$ cat src/rtl/fft_pkg.sv
// Shared FFT datapath definitions: default widths, butterfly mode encoding
// and a width-generic saturating clamp.
package fft_pkg;

    localparam int FFT_DATA_W  = 12;
    localparam int FFT_TW_W    = 12;
    localparam int FFT_TW_FRAC = 10;
    localparam int FFT_CNT_W   = 16;

    typedef enum logic {
        MODE_DIF = 1'b0,
        MODE_DIT = 1'b1
    } mode_e;

    // Wide carrier for the clamp; callers sign-extend into it and slice back out.
    localparam int SAT_W = 64;

    function automatic logic signed [SAT_W-1:0] saturate(
        input logic signed [SAT_W-1:0] v,
        input int                      out_w
    );
        logic signed [SAT_W-1:0] hi;
        logic signed [SAT_W-1:0] lo;
        hi = (64'sd1 <<< (out_w - 1)) - 64'sd1;
        lo = -hi - 64'sd1;
        if (v > hi) return hi;
        if (v < lo) return lo;
        return v;
    endfunction

endpackage

$ cat src/rtl/butterfly_pipe_if.sv
// Streaming port bundle of the pipelined butterfly: input pair, twiddle,
// valid/ready handshakes on both sides and overflow reporting.
interface butterfly_pipe_if
    import fft_pkg::*;
#(
    parameter int DATA_W = FFT_DATA_W,
    parameter int TW_W   = FFT_TW_W,
    parameter int CNT_W  = FFT_CNT_W
) ();

    logic                     in_valid;
    logic                     in_ready;
    logic                     mode;
    logic                     scale;
    logic signed [DATA_W-1:0] x1_r;
    logic signed [DATA_W-1:0] x1_i;
    logic signed [DATA_W-1:0] x2_r;
    logic signed [DATA_W-1:0] x2_i;
    logic signed [TW_W-1:0]   w_r;
    logic signed [TW_W-1:0]   w_i;

    logic                     out_valid;
    logic                     out_ready;
    logic signed [DATA_W-1:0] X1_r;
    logic signed [DATA_W-1:0] X1_i;
    logic signed [DATA_W-1:0] X2_r;
    logic signed [DATA_W-1:0] X2_i;
    logic                     ovf;
    logic [CNT_W-1:0]         ovf_cnt;
    logic                     clr_ovf;

    modport master (
        output in_valid, mode, scale, x1_r, x1_i, x2_r, x2_i, w_r, w_i,
        output out_ready, clr_ovf,
        input  in_ready, out_valid, X1_r, X1_i, X2_r, X2_i, ovf, ovf_cnt
    );

    modport slave (
        input  in_valid, mode, scale, x1_r, x1_i, x2_r, x2_i, w_r, w_i,
        input  out_ready, clr_ovf,
        output in_ready, out_valid, X1_r, X1_i, X2_r, X2_i, ovf, ovf_cnt
    );

endinterface

$ cat src/rtl/cmplx_mult_pipe.sv
// One-stage registered full-precision complex multiplier with clock enable;
// shared between the butterfly and the twiddle-ROM datapath.
module cmplx_mult_pipe #(
    parameter int A_W = 13,
    parameter int B_W = 12
) (
    input  logic                   clk,
    input  logic                   rst,
    input  logic                   en_i,
    input  logic signed [A_W-1:0]  a_r_i,
    input  logic signed [A_W-1:0]  a_i_i,
    input  logic signed [B_W-1:0]  b_r_i,
    input  logic signed [B_W-1:0]  b_i_i,
    output logic signed [A_W+B_W:0] p_r_o,
    output logic signed [A_W+B_W:0] p_i_o
);

    localparam int M_W = A_W + B_W;
    localparam int P_W = M_W + 1;

    logic signed [M_W-1:0] rr, ii, ri, ir;
    logic signed [P_W-1:0] p_r_d, p_i_d;
    logic signed [P_W-1:0] p_r_q, p_i_q;

    assign rr = M_W'(a_r_i) * M_W'(b_r_i);
    assign ii = M_W'(a_i_i) * M_W'(b_i_i);
    assign ri = M_W'(a_r_i) * M_W'(b_i_i);
    assign ir = M_W'(a_i_i) * M_W'(b_r_i);

    // The extra bit keeps (-2^(A_W-1))*(-2^(B_W-1)) sums from wrapping.
    assign p_r_d = P_W'(rr) - P_W'(ii);
    assign p_i_d = P_W'(ri) + P_W'(ir);

    always_ff @(posedge clk or posedge rst) begin
        if (rst) begin
            p_r_q <= '0;
            p_i_q <= '0;
        end else if (en_i) begin
            p_r_q <= p_r_d;
            p_i_q <= p_i_d;
        end
    end

    assign p_r_o = p_r_q;
    assign p_i_o = p_i_q;

endmodule

$ cat src/rtl/butterfly_pipe.sv
// Three-stage radix-2 complex butterfly (DIF or DIT per sample) with optional
// divide-by-2, output saturation and a sticky overflow event counter.
module butterfly_pipe
    import fft_pkg::*;
#(
    parameter int DATA_W  = FFT_DATA_W,
    parameter int TW_W    = FFT_TW_W,
    parameter int TW_FRAC = FFT_TW_FRAC,
    parameter int CNT_W   = FFT_CNT_W
) (
    input logic             clk,
    input logic             rst,
    butterfly_pipe_if.slave bus
);

    localparam int S1_W  = DATA_W + 1;
    localparam int P_W   = S1_W + TW_W + 1;
    localparam int SUM_W = P_W + 1;

    // One enable for the whole pipe: it moves only when the output slot frees up.
    logic adv;
    logic out_valid_q;

    assign adv         = ~out_valid_q | bus.out_ready;
    assign bus.in_ready = adv;

    // Stage 1: DIF pre-add/subtract or DIT pass-through, twiddle capture.
    logic signed [S1_W-1:0] s1_a_r_d, s1_a_i_d, s1_b_r_d, s1_b_i_d;
    logic signed [S1_W-1:0] s1_a_r_q, s1_a_i_q, s1_b_r_q, s1_b_i_q;
    logic signed [TW_W-1:0] s1_w_r_q, s1_w_i_q;
    logic                   s1_valid_q;
    mode_e                  s1_mode_q;
    logic                   s1_scale_q;

    always_comb begin
        // NOTE: every output of a combinational block gets a default first, so
        // no path leaves it unassigned and no latch is inferred.
        s1_a_r_d = S1_W'(bus.x1_r);
        s1_a_i_d = S1_W'(bus.x1_i);
        s1_b_r_d = S1_W'(bus.x2_r);
        s1_b_i_d = S1_W'(bus.x2_i);
        if (mode_e'(bus.mode) == MODE_DIF) begin
            s1_a_r_d = S1_W'(bus.x1_r) + S1_W'(bus.x2_r);
            s1_a_i_d = S1_W'(bus.x1_i) + S1_W'(bus.x2_i);
            s1_b_r_d = S1_W'(bus.x1_r) - S1_W'(bus.x2_r);
            s1_b_i_d = S1_W'(bus.x1_i) - S1_W'(bus.x2_i);
        end
    end

    always_ff @(posedge clk or posedge rst) begin
        if (rst) begin
            // NOTE: data registers are reset as well as valids, so the outputs
            // read a deterministic zero straight after reset.
            s1_valid_q <= 1'b0;
            s1_mode_q  <= MODE_DIF;
            s1_scale_q <= 1'b0;
            s1_a_r_q   <= '0;
            s1_a_i_q   <= '0;
            s1_b_r_q   <= '0;
            s1_b_i_q   <= '0;
            s1_w_r_q   <= '0;
            s1_w_i_q   <= '0;
        end else if (adv) begin
            // NOTE: non-blocking assignments let each stage capture the value the
            // previous stage held before this edge.
            s1_valid_q <= bus.in_valid;
            s1_mode_q  <= mode_e'(bus.mode);
            s1_scale_q <= bus.scale;
            s1_a_r_q   <= s1_a_r_d;
            s1_a_i_q   <= s1_a_i_d;
            s1_b_r_q   <= s1_b_r_d;
            s1_b_i_q   <= s1_b_i_d;
            s1_w_r_q   <= bus.w_r;
            s1_w_i_q   <= bus.w_i;
        end
    end

    // Stage 2: complex product of the second operand and the twiddle.
    logic signed [P_W-1:0]  s2_p_r, s2_p_i;
    logic signed [S1_W-1:0] s2_a_r_q, s2_a_i_q;
    logic                   s2_valid_q;
    mode_e                  s2_mode_q;
    logic                   s2_scale_q;

    cmplx_mult_pipe #(
        .A_W(S1_W),
        .B_W(TW_W)
    ) u_mult (
        .clk  (clk),
        .rst  (rst),
        .en_i (adv),
        .a_r_i(s1_b_r_q),
        .a_i_i(s1_b_i_q),
        .b_r_i(s1_w_r_q),
        .b_i_i(s1_w_i_q),
        .p_r_o(s2_p_r),
        .p_i_o(s2_p_i)
    );

    always_ff @(posedge clk or posedge rst) begin
        if (rst) begin
            s2_valid_q <= 1'b0;
            s2_mode_q  <= MODE_DIF;
            s2_scale_q <= 1'b0;
            s2_a_r_q   <= '0;
            s2_a_i_q   <= '0;
        end else if (adv) begin
            s2_valid_q <= s1_valid_q;
            s2_mode_q  <= s1_mode_q;
            s2_scale_q <= s1_scale_q;
            s2_a_r_q   <= s1_a_r_q;
            s2_a_i_q   <= s1_a_i_q;
        end
    end

    // Stage 3: final add/subtract, scaling shifts and saturation.
    // Component order in the arrays: X1_r, X1_i, X2_r, X2_i.
    logic signed [SUM_W-1:0]  t_r, t_i;
    logic signed [SUM_W-1:0]  y     [4];
    logic signed [SAT_W-1:0]  sat_v [4];
    logic signed [DATA_W-1:0] res_d [4];
    logic signed [DATA_W-1:0] res_q [4];
    logic                     ovf_d;
    logic                     ovf_q;

    always_comb begin
        t_r  = SUM_W'(s2_p_r >>> TW_FRAC);
        t_i  = SUM_W'(s2_p_i >>> TW_FRAC);
        y[0] = SUM_W'(s2_a_r_q) >>> s2_scale_q;
        y[1] = SUM_W'(s2_a_i_q) >>> s2_scale_q;
        y[2] = SUM_W'(s2_p_r) >>> (TW_FRAC + int'(s2_scale_q));
        y[3] = SUM_W'(s2_p_i) >>> (TW_FRAC + int'(s2_scale_q));
        if (s2_mode_q == MODE_DIT) begin
            y[0] = (SUM_W'(s2_a_r_q) + t_r) >>> s2_scale_q;
            y[1] = (SUM_W'(s2_a_i_q) + t_i) >>> s2_scale_q;
            y[2] = (SUM_W'(s2_a_r_q) - t_r) >>> s2_scale_q;
            y[3] = (SUM_W'(s2_a_i_q) - t_i) >>> s2_scale_q;
        end
        ovf_d = 1'b0;
        for (int k = 0; k < 4; k++) begin
            sat_v[k] = saturate(SAT_W'(y[k]), DATA_W);
            res_d[k] = sat_v[k][DATA_W-1:0];
            ovf_d    = ovf_d | (sat_v[k] != SAT_W'(y[k]));
        end
    end

    always_ff @(posedge clk or posedge rst) begin
        if (rst) begin
            out_valid_q <= 1'b0;
            ovf_q       <= 1'b0;
            for (int k = 0; k < 4; k++) res_q[k] <= '0;
        end else if (adv) begin
            out_valid_q <= s2_valid_q;
            ovf_q       <= ovf_d;
            for (int k = 0; k < 4; k++) res_q[k] <= res_d[k];
        end
    end

    // Overflow events are counted on transfer, so a stalled result counts once.
    logic [CNT_W-1:0] ovf_cnt_d, ovf_cnt_q;

    always_comb begin
        ovf_cnt_d = ovf_cnt_q;
        if (bus.clr_ovf) begin
            ovf_cnt_d = '0;
        end else if (out_valid_q && bus.out_ready && ovf_q && (ovf_cnt_q != '1)) begin
            ovf_cnt_d = ovf_cnt_q + CNT_W'(1);
        end
    end

    always_ff @(posedge clk or posedge rst) begin
        if (rst) ovf_cnt_q <= '0;
        else     ovf_cnt_q <= ovf_cnt_d;
    end

    assign bus.out_valid = out_valid_q;
    assign bus.X1_r      = res_q[0];
    assign bus.X1_i      = res_q[1];
    assign bus.X2_r      = res_q[2];
    assign bus.X2_i      = res_q[3];
    assign bus.ovf       = ovf_q;
    assign bus.ovf_cnt   = ovf_cnt_q;

endmodule

$ cat src/flat_wrapper.sv
// flat-port wrapper written by rule: the top's interface ports become plain ports
module butterfly_pipe_flat import fft_pkg::*;
#(
    parameter int DATA_W  = FFT_DATA_W,
    parameter int TW_W    = FFT_TW_W,
    parameter int TW_FRAC = FFT_TW_FRAC,
    parameter int CNT_W   = FFT_CNT_W
)
  (clk, rst, bus_in_valid, bus_mode, bus_scale, bus_x1_r, bus_x1_i, bus_x2_r, bus_x2_i, bus_w_r, bus_w_i, bus_out_ready, bus_clr_ovf, bus_in_ready, bus_out_valid, bus_X1_r, bus_X1_i, bus_X2_r, bus_X2_i, bus_ovf, bus_ovf_cnt);
  butterfly_pipe_if #(.DATA_W(DATA_W), .TW_W(TW_W), .CNT_W(CNT_W)) bus_i ();
  input logic clk;
  input logic rst;
  input wire logic [$bits(bus_i.in_valid)-1:0] bus_in_valid;
  input wire logic [$bits(bus_i.mode)-1:0] bus_mode;
  input wire logic [$bits(bus_i.scale)-1:0] bus_scale;
  input wire logic [$bits(bus_i.x1_r)-1:0] bus_x1_r;
  input wire logic [$bits(bus_i.x1_i)-1:0] bus_x1_i;
  input wire logic [$bits(bus_i.x2_r)-1:0] bus_x2_r;
  input wire logic [$bits(bus_i.x2_i)-1:0] bus_x2_i;
  input wire logic [$bits(bus_i.w_r)-1:0] bus_w_r;
  input wire logic [$bits(bus_i.w_i)-1:0] bus_w_i;
  input wire logic [$bits(bus_i.out_ready)-1:0] bus_out_ready;
  input wire logic [$bits(bus_i.clr_ovf)-1:0] bus_clr_ovf;
  output wire logic [$bits(bus_i.in_ready)-1:0] bus_in_ready;
  output wire logic [$bits(bus_i.out_valid)-1:0] bus_out_valid;
  output wire logic [$bits(bus_i.X1_r)-1:0] bus_X1_r;
  output wire logic [$bits(bus_i.X1_i)-1:0] bus_X1_i;
  output wire logic [$bits(bus_i.X2_r)-1:0] bus_X2_r;
  output wire logic [$bits(bus_i.X2_i)-1:0] bus_X2_i;
  output wire logic [$bits(bus_i.ovf)-1:0] bus_ovf;
  output wire logic [$bits(bus_i.ovf_cnt)-1:0] bus_ovf_cnt;
  assign bus_i.in_valid = bus_in_valid;
  assign bus_i.mode = bus_mode;
  assign bus_i.scale = bus_scale;
  assign bus_i.x1_r = bus_x1_r;
  assign bus_i.x1_i = bus_x1_i;
  assign bus_i.x2_r = bus_x2_r;
  assign bus_i.x2_i = bus_x2_i;
  assign bus_i.w_r = bus_w_r;
  assign bus_i.w_i = bus_w_i;
  assign bus_i.out_ready = bus_out_ready;
  assign bus_i.clr_ovf = bus_clr_ovf;
  assign bus_in_ready = bus_i.in_ready;
  assign bus_out_valid = bus_i.out_valid;
  assign bus_X1_r = bus_i.X1_r;
  assign bus_X1_i = bus_i.X1_i;
  assign bus_X2_r = bus_i.X2_r;
  assign bus_X2_i = bus_i.X2_i;
  assign bus_ovf = bus_i.ovf;
  assign bus_ovf_cnt = bus_i.ovf_cnt;
  butterfly_pipe #(.DATA_W(DATA_W), .TW_W(TW_W), .TW_FRAC(TW_FRAC), .CNT_W(CNT_W)) u_core (.clk(clk), .rst(rst), .bus(bus_i));
endmodule
$ cat config.mk
export PLATFORM = sky130hd
export DESIGN_NAME = butterfly_pipe_flat
export DESIGN_NICKNAME = d
export VERILOG_FILES = /design/src/rtl/fft_pkg.sv /design/src/rtl/butterfly_pipe_if.sv /design/src/rtl/cmplx_mult_pipe.sv /design/src/rtl/butterfly_pipe.sv /design/src/flat_wrapper.sv
export SDC_FILE = /design/constraint.sdc
export NUM_CORES = 2
export LEC_CHECK = 0
export ABC_AREA = 1
export CORE_MARGIN = 2
export CORE_UTILIZATION = 40
export CTS_BUF_LIST = sky130_fd_sc_hd__clkbuf_2 sky130_fd_sc_hd__clkbuf_4 sky130_fd_sc_hd__clkbuf_8
export CTS_CLUSTER_SIZE = 12
export DETAILED_ROUTE_END_ITERATION = 10
export PLACE_DENSITY_LB_ADDON = 0.05
export SLEW_MARGIN = 20
export SYNTH_ARGS = -nofsm -noshare
export SYNTH_HDL_FRONTEND = slang
export SYNTH_SLANG_ARGS = --single-unit
$ cat constraint.sdc
create_clock -name clk -period 19.9 [get_ports clk]
set_input_delay 3.98 -clock clk [delete_from_list [all_inputs] [get_ports clk]]
set_output_delay 3.98 -clock clk [all_outputs]
set_load 0.01 [all_outputs]
# Word-level counts from Yosys, hierarchy flattened
# Index checks and enable logic that the tools add are counted.
[op_classes] n_lt_le_gt_ge=8 bitwise=5 n_mul=4 n_eq_ne=5 muxes=35 n_shift=8 n_reduce_logical=4 addsub=12
[op_table] op="two-way mux 64 bit" count=16
[op_table] op="inequality test 64 x 27 -> 1 bit" count=4
[op_table] op="greater-than comparator 27 x 12 -> 1 bit, second input constant" count=4
[op_table] op="< comparator 27 x 12 -> 1 bit, second input constant" count=4
[op_table] op="two-way mux 108 bit" count=1
[op_table] op=">>> shifter 27 x 1 -> 27 bit" count=4
[op_table] op="multiplier 13 x 12 -> 25 bit" count=4
[op_table] op=">>> shifter 13 x 1 -> 27 bit" count=2
[op_table] op=">>> shifter 26 x 5 -> 27 bit" count=2
[op_table] op="two-way mux 13 bit" count=4
[op_table] op="adder 13 x 16 -> 17 bit" count=2
[op_table] op="subtractor 13 x 16 -> 17 bit" count=2
[op_table] op="two-way mux 16 bit" count=2
[op_table] op="adder 12 x 12 -> 13 bit" count=2
[op_table] op="adder 25 x 25 -> 26 bit" count=1
[op_table] op="subtractor 12 x 12 -> 13 bit" count=2
[op_table] op="subtractor 25 x 25 -> 26 bit" count=1
[op_table] op="adder 16 x 1 -> 16 bit, second input constant" count=1
[op_table] op="inequality test 16 bit, second input constant" count=1
[op_table] op="two-way mux 1 bit" count=12
[op_table] op="adder 4 x 1 -> 5 bit, first input constant" count=1
[op_table] op="OR 1 bit" count=4
[op_table] op="logical AND 1 bit" count=3
[op_table] op="nonzero test 2 bit" count=1
[op_table] op="inverter 1 bit" count=1
[word_totals] elab_cells=104 inputBits=79 regBits=226 out_inout_bits=67

# Logic depth before layout (Yosys ltp)
[logic_depth] ltp_word=12 depth_mapped=30 depth_no_buf=28

# Hierarchy
# Synthesis repeated with hierarchy kept, for this count alone.
[unflattened] cells_unflattened=5703 hier_area_um2=42897.4
[by_module_without_submodules] mod="cmplx_mult_pipe" area_each_um2=27596.5 n_inst=1 cells_each=3430 seq_area_each_um2=1301.2
[by_module_without_submodules] mod="butterfly_pipe" area_each_um2=15300.9 n_inst=1 cells_each=2273 seq_area_each_um2=4354.2

# Worst setup path before layout
# OpenSTA, ideal clock, no wires.
[synth_path] path_type="input to output" from="input bus_out_ready" to="output bus_in_ready" path_slack_ns=11.202 arrival_ns=4.718 path_buffers=2 path_stages=4 required_time_ns=15.920 cell_sequence="nor2_1 inv_1 clkbuf_1 buf_1"
[synth_between] elab_chain_cells=1
[synth_lines] item="start, declared" line="flat_wrapper.sv:22" source="input wire logic [$bits(bus_i.out_ready)-1:0] bus_out_ready;"
[synth_lines] item="OR 1 bit" line="butterfly_pipe.sv:24" source="assign adv = ~out_valid_q | bus.out_ready;"
[synth_lines] item="end, declared" line="flat_wrapper.sv:24" source="output wire logic [$bits(bus_i.in_ready)-1:0] bus_in_ready;"
# Every way passes these cells.

# Final worst setup path
# Same ends and word-level chain as after synthesis.

==> flow_summary.ini <==
[worst_hold_path]
hold_path.startpoint = u_core.s2_valid_q$_DFFE_PP0P_
hold-path-endpoint = u_core.bus.out_valid$_DFFE_PP0P_
hold_class = flip-flop to flip-flop
holdPathStages = 2

[sta]
timing.slew.headroom_pct = 24.9
layout_min_cycle_time_ps = 9610
fmaxAchievable_mhz = 104
setup_viol = 0
worst_pin_slew_ps = 1130
period_share_pct = 48.3
final_count_of_hold_timing_violations = 0
rsz0062_at_grt = no
slew_viol_final = 0
setup_tns_ps = 0
fin_skew_ps = 60.8

[drt]
dr.pass1.iters = 6
detailroute.via_count = 32900
drt_iter0_markers = 2131
wire_per_inst_um = 18.4
drc = 0
route.detailed.vias_per_inst = 4.88
totalWireLength_mm = 124
antenna_violating_nets_post_route = 0

[worst_setup_path]
critPathMaxFanout = 62
critical_path_arrival_ps = 5630
worstRegToRegCells = 21
crit_required_ps = 15920
critical_path.endpoint_type = output port
setup.worst_path.start_class = input port
timing.rr.start = u_core.s1_w_r_q[11]$_DFFE_PP0P_
timing_worst_setup_path_type = input port to output port
reg2reg_slack_ps = 12360
critical_path.reg2reg.endpoint = u_core.u_mult.p_i_o[14]$_DFFE_PP0P_

[final_layout]
final.fill_count = 10600
areaGrowthSynthToFinish_pct = 8.58
drive_gt1_share_pct = 4.42
design.final.nets = 6406

[synth]
synth.cells.most_frequent = sky130_fd_sc_hd__inv_1, sky130_fd_sc_hd__nand2_1, sky130_fd_sc_hd__fa_1
post_synth.cell_area_avg_sq_um = 7.66
asyncSetResetFlopFracSynth_pct = 100
synth_top_cells_by_area = sky130_fd_sc_hd__fa_1, sky130_fd_sc_hd__dfrtp_1, sky130_fd_sc_hd__inv_1
post-synth-top-area-cell = sky130_fd_sc_hd__fa_1
synthesis.yosys.warnings = 0
synthesis.nets = 6411
synth-main-ff-cell = sky130_fd_sc_hd__dfrtp_1
synth_enable_flop_cells = 0
seq_area_frac_synth_pct = 12.6
yosysUniqueCellTypes = 59
synth_top_cell_area_share_pct = 34.4
synthMostInstantiatedCell = sky130_fd_sc_hd__inv_1
syn-instance-count = 5330
synth_seq_cells = 206
combined_area_of_all_synthesized_cells_sq_mm = 0.0408

[die]
floorplan.initialDensity_pct = 40.2
die-area_sq_mm = 0.105
placementRows = 117
core_area_sq_mm = 0.102
chipHeight_um = 324
die_width_um = 324
io_pins = 146

[global_routing]
first_global_vias = 33600
grt_remaining_overflow = 0
maximum_number_of_pins_on_one_net_before_global_route_repair = 131
globalRouteTotalUtil_pct = 24.7
antenna_found_initial = 4
global_route_wire_length_before_repair_mm = 196

[flow_run]
number_of_max_cap_violations = 0

[clock_tree]
cts_root_buf = sky130_fd_sc_hd__clkbuf_8
cts_hold_repair.buffers = 0
clk_transition_reported_paths_ps = 50
h_tree_depth = 2
tritoncts = done
maximum_clock_path_buffer_count = 3
cts.repair.resized = 0
worst_skew_pair_later_pin_latency_ps = 710
cts_inserted_buffers = 44
clkSinkCount = 206
post_cts_buffers = 0

[status]
status = finished clean

[placed_design]
gp_routability_congestion = 0.910
io_buffers = 145
place_hpwl_mm = 96.6
[sequential cells by signal, indices dropped and copies added, names as in the netlist]
| name | count |
|---|---|
| u_core.s2_valid_q | 1 |
| u_core.s2_mode_q | 1 |
| u_core.s2_a_r_q | 13 |
| u_core.s1_valid_q | 1 |
| u_core.u_mult.p_i_o | 16 |
| u_core.bus.ovf | 1 |
| u_core.s1_scale_q | 1 |
| u_core.bus.out_valid | 1 |
| u_core.s1_w_r_q | 12 |
| u_core.u_mult.p_r_o | 16 |
| u_core.s1_a_i_q | 13 |
| u_core.s1_mode_q | 1 |
| u_core.bus.X2_i | 12 |
| u_core.s1_w_i_q | 12 |
| u_core.s2_a_i_q | 13 |
| u_core.s1_b_i_q | 13 |
| u_core.bus.X2_r | 12 |
| u_core.bus.ovf_cnt | 16 |
| u_core.bus.X1_r | 12 |
| u_core.bus.X1_i | 12 |
| u_core.s1_b_r_q | 13 |
| u_core.s1_a_r_q | 13 |
| u_core.s2_scale_q | 1 |
[worst max-delay path by stage]
stage,start,end,slack [ps],cells after the start
global placement,bus_out_ready,bus_in_ready,10320,4
CTS,bus_out_ready,bus_in_ready,10290,4
finish,bus_out_ready,bus_in_ready,10290,4
detailed placement,bus_out_ready,bus_in_ready,10290,4
floorplan,rst,u_core.bus.X1_i[0]$_DFFE_PP0P_,10300,1
global route,bus_out_ready,bus_in_ready,10190,4
[per-layer routing]
metal  part of all wire [%]  global-route usage [%]  vias up  wire length (um)
li1                       -                       -    15800                 -
met1                     46                    34.5    16300             56900
met2                     46                    40.4      685             57500
met3                    5.1                    3.30      113              6370
met4                    2.5                    6.35        0              3100
met5                      0                       0        -                 0
[cells in the final DEF, fill, tap and decap left out, types with 9 or more instances in the layout]
cell | synthesis | layout
sky130_fd_sc_hd__a21oi_1 | 228 | 228
sky130_fd_sc_hd__a31oi_1 | 9 | 9
sky130_fd_sc_hd__buf_4 | 16 | 59
sky130_fd_sc_hd__clkbuf_4 | 0 | 12
sky130_fd_sc_hd__clkbuf_8 | 0 | 55
sky130_fd_sc_hd__clkdlybuf4s50_1 | 0 | 145
sky130_fd_sc_hd__dfrtp_1 | 206 | 203
sky130_fd_sc_hd__fa_1 | 701 | 701
sky130_fd_sc_hd__ha_1 | 301 | 301
sky130_fd_sc_hd__inv_1 | 1342 | 1340
sky130_fd_sc_hd__nand2_1 | 1290 | 1290
sky130_fd_sc_hd__nand2_2 | 10 | 10
sky130_fd_sc_hd__nand3_1 | 184 | 184
sky130_fd_sc_hd__nand4_1 | 24 | 24
sky130_fd_sc_hd__nor2_1 | 214 | 212
sky130_fd_sc_hd__nor2_2 | 13 | 14
sky130_fd_sc_hd__nor3_1 | 26 | 26
sky130_fd_sc_hd__nor4_1 | 13 | 13
sky130_fd_sc_hd__o211ai_1 | 44 | 44
sky130_fd_sc_hd__o21ai_0 | 208 | 208
sky130_fd_sc_hd__o21ai_1 | 20 | 20
sky130_fd_sc_hd__o21bai_1 | 12 | 12
sky130_fd_sc_hd__o221ai_1 | 23 | 23
sky130_fd_sc_hd__or2_2 | 30 | 30
sky130_fd_sc_hd__xnor2_1 | 31 | 31
sky130_fd_sc_hd__xor2_1 | 49 | 49
[cell families after synthesis]
group,share of synthesized area [%]
flip-flops,12.6
adder cells (fa/ha/maj),43.6
XOR/XNOR,1.72
multiplexers,0.0245
AND/OR/NAND/NOR,18.5
AO/OA/AOI/OAI,8.34
buffers and inverters,15.2
[area by class of cell]
cell class	instances	area [sq um]	area share [%]
multi-input cells	3518	29500	66.5
flip-flops and latches	206	5160	11.6
inverters	1350	5080	11.5
repair buffers	205	1910	4.32
well taps	1368	1710	3.86
clock buffers	67	847	1.91
clock inverters	13	153	0.344
diodes	4	10.0	0.0226
[metrics by stage]
step | hold WS (ps) | instance area, sq um | setup slack (ps) | cells | util [%]
floorplan | 420 | 40800 | 10300 | 5330 | -
detailed placement | 454 | 43300 | 10290 | 6647 | 42.7
global route | 505 | 44300 | 10190 | 6729 | 43.6
CTS | 467 | 44300 | 10290 | 6727 | 43.6
global placement | 427 | 43300 | 10320 | 6647 | 42.7
finish | 461 | 44300 | 10290 | 6731 | 43.7
[worst max-delay path, stage by stage]
cell	delay [ps]
sky130_fd_sc_hd__clkdlybuf4s50_1	530
sky130_fd_sc_hd__nor2_4	110
sky130_fd_sc_hd__inv_6	350
sky130_fd_sc_hd__clkdlybuf4s50_1	630
Power is left out: the tool's default activity adds up to more than one toggle a clock period on the data nets, which glitch-free logic cannot reach.
